===== src/rtl/uart_rx_sequencer.sv =====
// UART receive sequencer: 2-flop rx sync, baud prescaler, oversample and bit
// counters, 8N1 frame recovery, byte delivery over a valid/ready handshake.
// Ports: clock, reset (async high), rx, rx_ready in;
//        rx_data, rx_valid, busy, framing_error, overrun_error out.
module uart_rx_sequencer #(
  parameter int DATA_BITS  = 8,
  parameter int OVERSAMPLE = 16,
  parameter int BAUD_DIV   = 27
) (
  input  logic                 clock,
  input  logic                 reset,
  input  logic                 rx,
  input  logic                 rx_ready,
  output logic [DATA_BITS-1:0] rx_data,
  output logic                 rx_valid,
  output logic                 busy,
  output logic                 framing_error,
  output logic                 overrun_error
);

  localparam int PW = $clog2(BAUD_DIV + 1);
  localparam int OW = $clog2(OVERSAMPLE);
  localparam int BW = (DATA_BITS > 1) ? $clog2(DATA_BITS) : 1;

  localparam logic [PW-1:0] PRE_LAST = PW'(BAUD_DIV - 1);
  localparam logic [OW-1:0] OS_LAST  = OW'(OVERSAMPLE - 1);
  localparam logic [OW-1:0] OS_MID   = OW'(OVERSAMPLE / 2 - 1);
  localparam logic [BW-1:0] BIT_LAST = BW'(DATA_BITS - 1);

  typedef enum logic [2:0] {
    IDLE,
    START,
    DATA,
    STOP,
    WAIT_HI
  } state_t;

  state_t               state;
  logic                 rx_m;
  logic                 rx_s;
  logic [PW-1:0]        pre_cnt;
  logic [OW-1:0]        os_cnt;
  logic [BW-1:0]        bit_cnt;
  logic [DATA_BITS-1:0] shift;
  logic                 tick;

  // Idle-high line: sync flops reset to 1 so reset never looks like a start.
  always_ff @(posedge clock or posedge reset) begin
    if (reset) begin
      rx_m <= 1'b1;
      rx_s <= 1'b1;
    end else begin
      rx_m <= rx;
      rx_s <= rx_m;
    end
  end

  assign tick = (state != IDLE) && (pre_cnt == PRE_LAST);
  assign busy = (state != IDLE);

  always_ff @(posedge clock or posedge reset) begin
    if (reset) begin
      state         <= IDLE;
      pre_cnt       <= '0;
      os_cnt        <= '0;
      bit_cnt       <= '0;
      shift         <= '0;
      rx_data       <= '0;
      rx_valid      <= 1'b0;
      framing_error <= 1'b0;
      overrun_error <= 1'b0;
    end else begin
      framing_error <= 1'b0;
      overrun_error <= 1'b0;

      if (rx_valid && rx_ready)
        rx_valid <= 1'b0;

      if (state == IDLE || tick)
        pre_cnt <= '0;
      else
        pre_cnt <= pre_cnt + 1'b1;

      if (tick)
        os_cnt <= (os_cnt == OS_LAST) ? '0 : os_cnt + 1'b1;

      unique case (state)
        IDLE: begin
          os_cnt <= '0;
          if (!rx_s)
            state <= START;
        end
        START: begin
          if (tick && os_cnt == OS_MID) begin
            os_cnt  <= '0;
            bit_cnt <= '0;
            state   <= rx_s ? IDLE : DATA;
          end
        end
        DATA: begin
          if (tick && os_cnt == OS_LAST) begin
            shift[bit_cnt] <= rx_s;
            if (bit_cnt == BIT_LAST)
              state <= STOP;
            else
              bit_cnt <= bit_cnt + 1'b1;
          end
        end
        STOP: begin
          if (tick && os_cnt == OS_LAST) begin
            if (rx_s) begin
              // A same-cycle accept frees the slot for the new byte.
              if (!rx_valid || rx_ready) begin
                rx_data  <= shift;
                rx_valid <= 1'b1;
              end else begin
                overrun_error <= 1'b1;
              end
              state <= IDLE;
            end else begin
              framing_error <= 1'b1;
              state         <= WAIT_HI;
            end
          end
        end
        WAIT_HI: begin
          if (rx_s) begin
            os_cnt <= '0;
            state  <= IDLE;
          end
        end
        default: state <= IDLE;
      endcase
    end
  end

endmodule


===== config.mk =====
export PLATFORM = sky130hd
export DESIGN_NAME = uart_rx_sequencer
export DESIGN_NICKNAME = d
export VERILOG_FILES = /design/src/rtl/uart_rx_sequencer.sv
export SDC_FILE = /design/constraint.sdc
export NUM_CORES = 1
export LEC_CHECK = 0
export CORE_AREA = 2 2 67 53
export DETAILED_ROUTE_END_ITERATION = 7
export DIE_AREA = 0 0 69 55
export PLACE_DENSITY = 0.79
export SYNTH_ARGS = -nofsm -noshare
export SYNTH_HDL_FRONTEND = slang
export SYNTH_SLANG_ARGS = --single-unit

===== constraint.sdc =====
create_clock -name clock -period 2.3 [get_ports clock]
set_input_delay 0.575 -clock clock [delete_from_list [all_inputs] [get_ports clock]]
set_output_delay 0.575 -clock clock [all_outputs]
set_load 0.005 [all_outputs]

# Yosys cells after proc, flatten, opt, wreduce, memory -nomap -nowiden
# Cells that the tools add are included.
[classes]
addsub = 3
multipliers = 0
div = 0
magnitude_cmp = 2
eq_ne = 15
shift = 0
n_mux = 34
n_bitwise = 0
n_reduce_logical = 15
[ops]
columns = ["cell", "n"]
rows = [
  ["$mux W3", 10],
  ["$mux W4", 4],
  ["$pmux W3 S5", 1],
  ["$ne A2 B2 Y1 const B", 7],
  ["$mux W1", 13],
  ["$pmux W4 S3", 1],
  ["$bwmux W8", 1],
  ["$reduce_and A4 Y1", 2],
  ["$eq A3 B2 Y1 const B", 2],
  ["$eq A3 B3 Y1 const B", 2],
  ["$pmux W3 S2", 1],
  ["$reduce_and A6 Y1", 1],
  ["$add A5 B1 Y5 const B", 1],
  ["$eq A5 B5 Y1 const B", 1],
  ["$logic_and A1 B1 Y1", 5],
  ["$mux W5", 1],
  ["$add A4 B1 Y4 const B", 1],
  ["$eq A4 B3 Y1 const B", 1],
  ["$eq A4 B4 Y1 const B", 1],
  ["$lt A3 B4 Y1 const B", 1],
  ["$add A3 B1 Y3 const B", 1],
  ["$demux W1 S3", 1],
  ["$eq A3 B1 Y1 const B", 1],
  ["$ge A3 B1 Y1 const B", 1],
  ["7 further kinds", 8],
]
[totals]
reg_bits = 36
latch_bits = 0
mem_bits_rw = 0
mem_bits_ro = 0
inputBits = 4
output_inout_bits = 12
mem_count = 0

# Depth between registers and ports, before layout
[depth]
depth_word = 6
mapped_depth = 6
ltp_nobuf = 6

# Worst setup path after synthesis
# OpenSTA, ideal clock, no wires.
[synth_timing]
path_type = "reg-to-reg"
from = "reg bit_cnt[0]"
to = "reg bit_cnt[0]"
setup_time_ns = 0.125
t_arrival_ns = 1.664
required_time_ns = 2.175
slack_ns = 0.511
stages_incl_launch_ff = 7
path_buffers = 0
period_less_slack_ns = 1.789
path_cell_list = "dfrtp_1 -> ha_1 -> ha_1 -> nor2_1 -> a31oi_1 -> or4_1 -> mux2_2"
[synth_between]
elab_chain_len = 4
word_cells_on_any_way = 7
[synth_rtl]
columns = ["item", "line", "rtl"]
rows = [
  ["start, declared", "43", "logic [BW-1:0] bit_cnt;"],
  ["start signal, assigned", "106", "bit_cnt <= bit_cnt + 1'b1;"],
  ["$add A3 B1 Y3", "106", ""],
  ["$mux W3", "103", "if (bit_cnt == BIT_LAST)"],
  ["$mux W3", "101", "if (tick && os_cnt == OS_LAST) begin"],
  ["$pmux W3 S2", "87", "unique case (state)"],
]
# Several ways; a longest one is shown, not always the timed one. The select of a mux whose other input is x is not followed.
# A chain may end at the register's enable or synchronous reset.

# Worst setup path in the final report
[layout_timing]
from = "reg state[2]"
to = "out busy"
[layout_between]
elab_chain_len = 1
[layout_rtl]
columns = ["item", "line", "rtl"]
rows = [
  ["start, declared", "38", "state_t state;"],
  ["start signal, assigned", "97", "state <= rx_s ? IDLE : DATA;"],
  ["$reduce_bool A3 Y1", "59", "assign busy = (state != IDLE);"],
  ["end, declared", "16", "output logic busy,"],
]
# Every way passes these cells.

==> flow_summary_export.csv <==
group,metric,value,unit
global_routing,grt_pass1_vias,1119,
die,die_h,55,µm
logic_synthesis,syn_avg_cell_area,11.7,µm²
critical_path,critical-path-max-stage-delay,0.47,ns
clock_tree,clk_pin_slew,0.07,ns
flow_run,drv_cap,0,
logic_synthesis,synth-seq-area-share,54.7,%
timing,worstMarginPinSlew,0.507,ns
die,start_util,52.3,%
logic_synthesis,synth_edf_count,0,
critical_path,path_buf_inv,1,
critical_path,timing.rr.start,"state[0]",
logic_synthesis,synth_top_cell_area_share,51.6,%
die,core_area,3150,µm²
logic_synthesis,syn-num-nets,150,
drt,dr.pass1.iters,4,
critical_path,r2r_setup_slack,0.30,ns
placed_design,gp_congestion,0.783,
pwr,powerDensity,615,nW/µm²
logic_synthesis,synth_ff_type,"dfrtp_1",
critical_path,arrival,1.66,ns
logic_synthesis,ys_types,40,
logic_synthesis,synth-seq-cells,36,
logic_synthesis,yosysMostFrequentCell,"dfrtp_1",
pwr,p_clk_share,45.3,%
clock_tree,clock-root-buffer,"clkbuf_8",
pwr,p_total,1210,µW
logic_synthesis,synthTopCellsByArea,"dfrtp_1 52%, mux2_1 8.2%, ha_1 3.8%",
finish,final_nets,170,
pwr,ir_drop,0.000334,V
logic_synthesis,synthesis.area,1650,µm²
clock_tree,cts_buffers,5,
pwr,p_int,964,µW
global_routing,grt_pass1_wl,5380,µm
clock_tree,htree_num_levels,2,
logic_synthesis,synth_top_cell_by_area,"dfrtp_1",
timing,setup_violations,0,
die,fp-row-count,18,
drt,drt-wirelength-per-cell,15.4,µm
finish,drive_gt1_share,12.3,%
global_routing,grt-ovfl-total,0,
status,status,"finished, final reports clean",
timing,fin_skew,0.00699,ns
pwr,power_frac_seq,53.0,%
pwr,power.switching,242,µW
die,die-area,3800,µm²
timing,rsz0062_at_grt,"false",
clock_tree,hold_buffers,0,
pwr,power_frac_comb,1.8,%
die,top_level_ports,16,
critical_path,cp-end-kind,"output port",
global_routing,grt_max_degree,37,
critical_path,required,1.73,ns
finish,areaGrowthSynthToFinish,18.8,%
drt,drcViolationCount,0,
drt,vias,1179,
critical_path,crit_chain,"or3_1 > clkdlybuf4s50_1",
timing,slew_viol_final,0,
timing,max_freq,448,MHz
timing,fin_crit_sh,97.1,%
timing,period_needed,2.23,ns
worst_hold_path,worstHoldStart,"rx_m",
clock_tree,clock_path_buffers,2,
pwr,leakagePower,0.000880,µW
logic_synthesis,ys_async_sr_fraction,100,%
critical_path,crit_family,"buffers and inverters",
critical_path,worstSetupPathType,"register to output port",
critical_path,crit_path_top_delay_cell,"clkdlybuf4s50_1",
critical_path,crit_fanout,9,
critical_path,critPathLaunchType,"register",
placed_design,hpwl,2230,µm
die,dieWidth,69,µm
timing,slew_headroom,66.1,%
timing,hold_viol,0,
drt,drt_iter0_drc,94,
worst_hold_path,min_to,"rx_s",
clock_tree,cts_tree,"done",
worst_hold_path,hp-class,"register to register",
drt,drt-total-wl,3110,µm
critical_path,rr_worst_depth,5,
global_routing,grt_antenna_before_repair,0,
logic_synthesis,netlist_instances,141,
drt,vias_per_cell,5.84,
logic_synthesis,synth_warnings,0,
drt,drtAntennaViolNets,0,
finish,antenna_cells,0,
timing,finalSetupTns,0,ns
pwr,swShare,20.1,%
logic_synthesis,synthTopCellsByCount,"34 x dfrtp_1, 16 x nor2_1, 12 x mux2_1",
finish,utilization,62.2,%
worst_hold_path,min_path_cells,0,
clock_tree,clkLatencyLatePin,0.29,ns
placed_design,io_buffers,15,
critical_path,rr_endpoint,"shift[1]",
clock_tree,cts_sinks,36,
global_routing,grt_usage,18.9,%
cell usage in the layout, fill, tap and decap left out, types with 2 or more instances in the layout:
cell,instances
or3_1,2
nand4_1,3
and2_1,2
o21ai_1,3
buf_4,2
nand2_1,6
nor2_1,16
nor3b_1,2
clkdlybuf4s50_1,15
nor3_1,2
mux2_1,12
or3b_1,2
nand3_1,4
ha_1,5
clkbuf_8,5
mux2i_1,2
xnor2_1,2
and4b_1,2
o31ai_1,4
a31oi_1,3
dfrtp_2,3
dfrtp_1,31
o31a_1,2
inv_1,2
nor3_2,3
xor2_1,3
a22o_1,2
dfstp_2,2
o21ai_0,2
a21oi_1,3
registers in the layout, summed over array words and instances (netlist names), 3 cells and up:
| register | cells |
|---|---|
| bit_cnt | 3 |
| rx_data | 8 |
| os_cnt | 4 |
| state | 3 |
| shift | 8 |
| pre_cnt | 5 |
area by class of cell:
cell class / count / area (µm²)
clock buffer: 6 / 72.6
clock inverter: 2 / 35.0
fill: 256 / 1190
inverter: 3 / 11.3
multi-input combinational: 98 / 719
sequential: 36 / 907
tap: 40 / 50.0
timing repair buffer: 17 / 165
stage by stage:
| stage | std cells | hold WS [ns] | setup slack, ns | instance area (µm²) |
|---|---|---|---|---|
| 2_1_floorplan | 141 | 0.345 | 0.511 | 1650 |
| 5_1_grt | 202 | 0.368 | 0.00854 | 1960 |
| 6_report | 202 | 0.357 | 0.0672 | 1960 |
| 4_1_cts | 201 | 0.357 | 0.0158 | 1950 |
| 3_5_place_dp | 193 | 0.348 | 0.227 | 1840 |
| 3_3_place_gp | 193 | 0.347 | 0.355 | 1840 |
worst max path at each step:
| stage | start | end | slack [ns] | cells past startpoint |
|---|---|---|---|---|
| 6_report | state[2] | busy | 0.07 | 2 |
| 5_1_grt | state[2] | busy | 0.009 | 2 |
| 4_1_cts | state[0] | busy | 0.02 | 2 |
| 3_5_place_dp | rx_ready | rx_data[3] | 0.23 | 5 |
| 3_3_place_gp | rx_ready | rx_data[4] | 0.36 | 5 |
| 2_1_floorplan | bit_cnt[0] | bit_cnt[0] | 0.51 | 6 |
logic make-up (layout without fill, tap and decap cells):
family | count (synthesis) | in the layout | synth area share, %
buffers and inverters | 7 | 28 | 1.67
adder cells (fa/ha/maj) | 5 | 5 | 3.79
multiplexers | 15 | 15 | 10.1
AND/OR/NAND/NOR | 52 | 52 | 18.5
flip-flops | 36 | 36 | 54.7
XOR/XNOR | 5 | 5 | 2.65
AO/OA/AOI/OAI | 21 | 21 | 8.57
power groups by stage:
stage / Sequential (µW) / Combinational, µW / Clock [µW]
after detailed placement: 651 / 22.6 / 0
after global placement: 651 / 21.5 / 0
after floorplan: 648 / 13.9 / 0
after CTS: 639 / 22.8 / 551
final: 639 / 21.5 / 546
after global routing: 639 / 25.1 / 575
what timing repair did:
item / in CTS / in global routing
gates resized for setup: 0 / 3
setup buffers: 0 / 1
endpoints found under the setup margin: 0 / 1
routing by layer:
metal / track usage, % / share of wire, %
met5: 0 / 0
met4: 9.80 / 2.3
met3: 4.89 / 4.8
met2: 31.4 / 48
met1: 23.7 / 45
(Power assumes the default switching activity.)
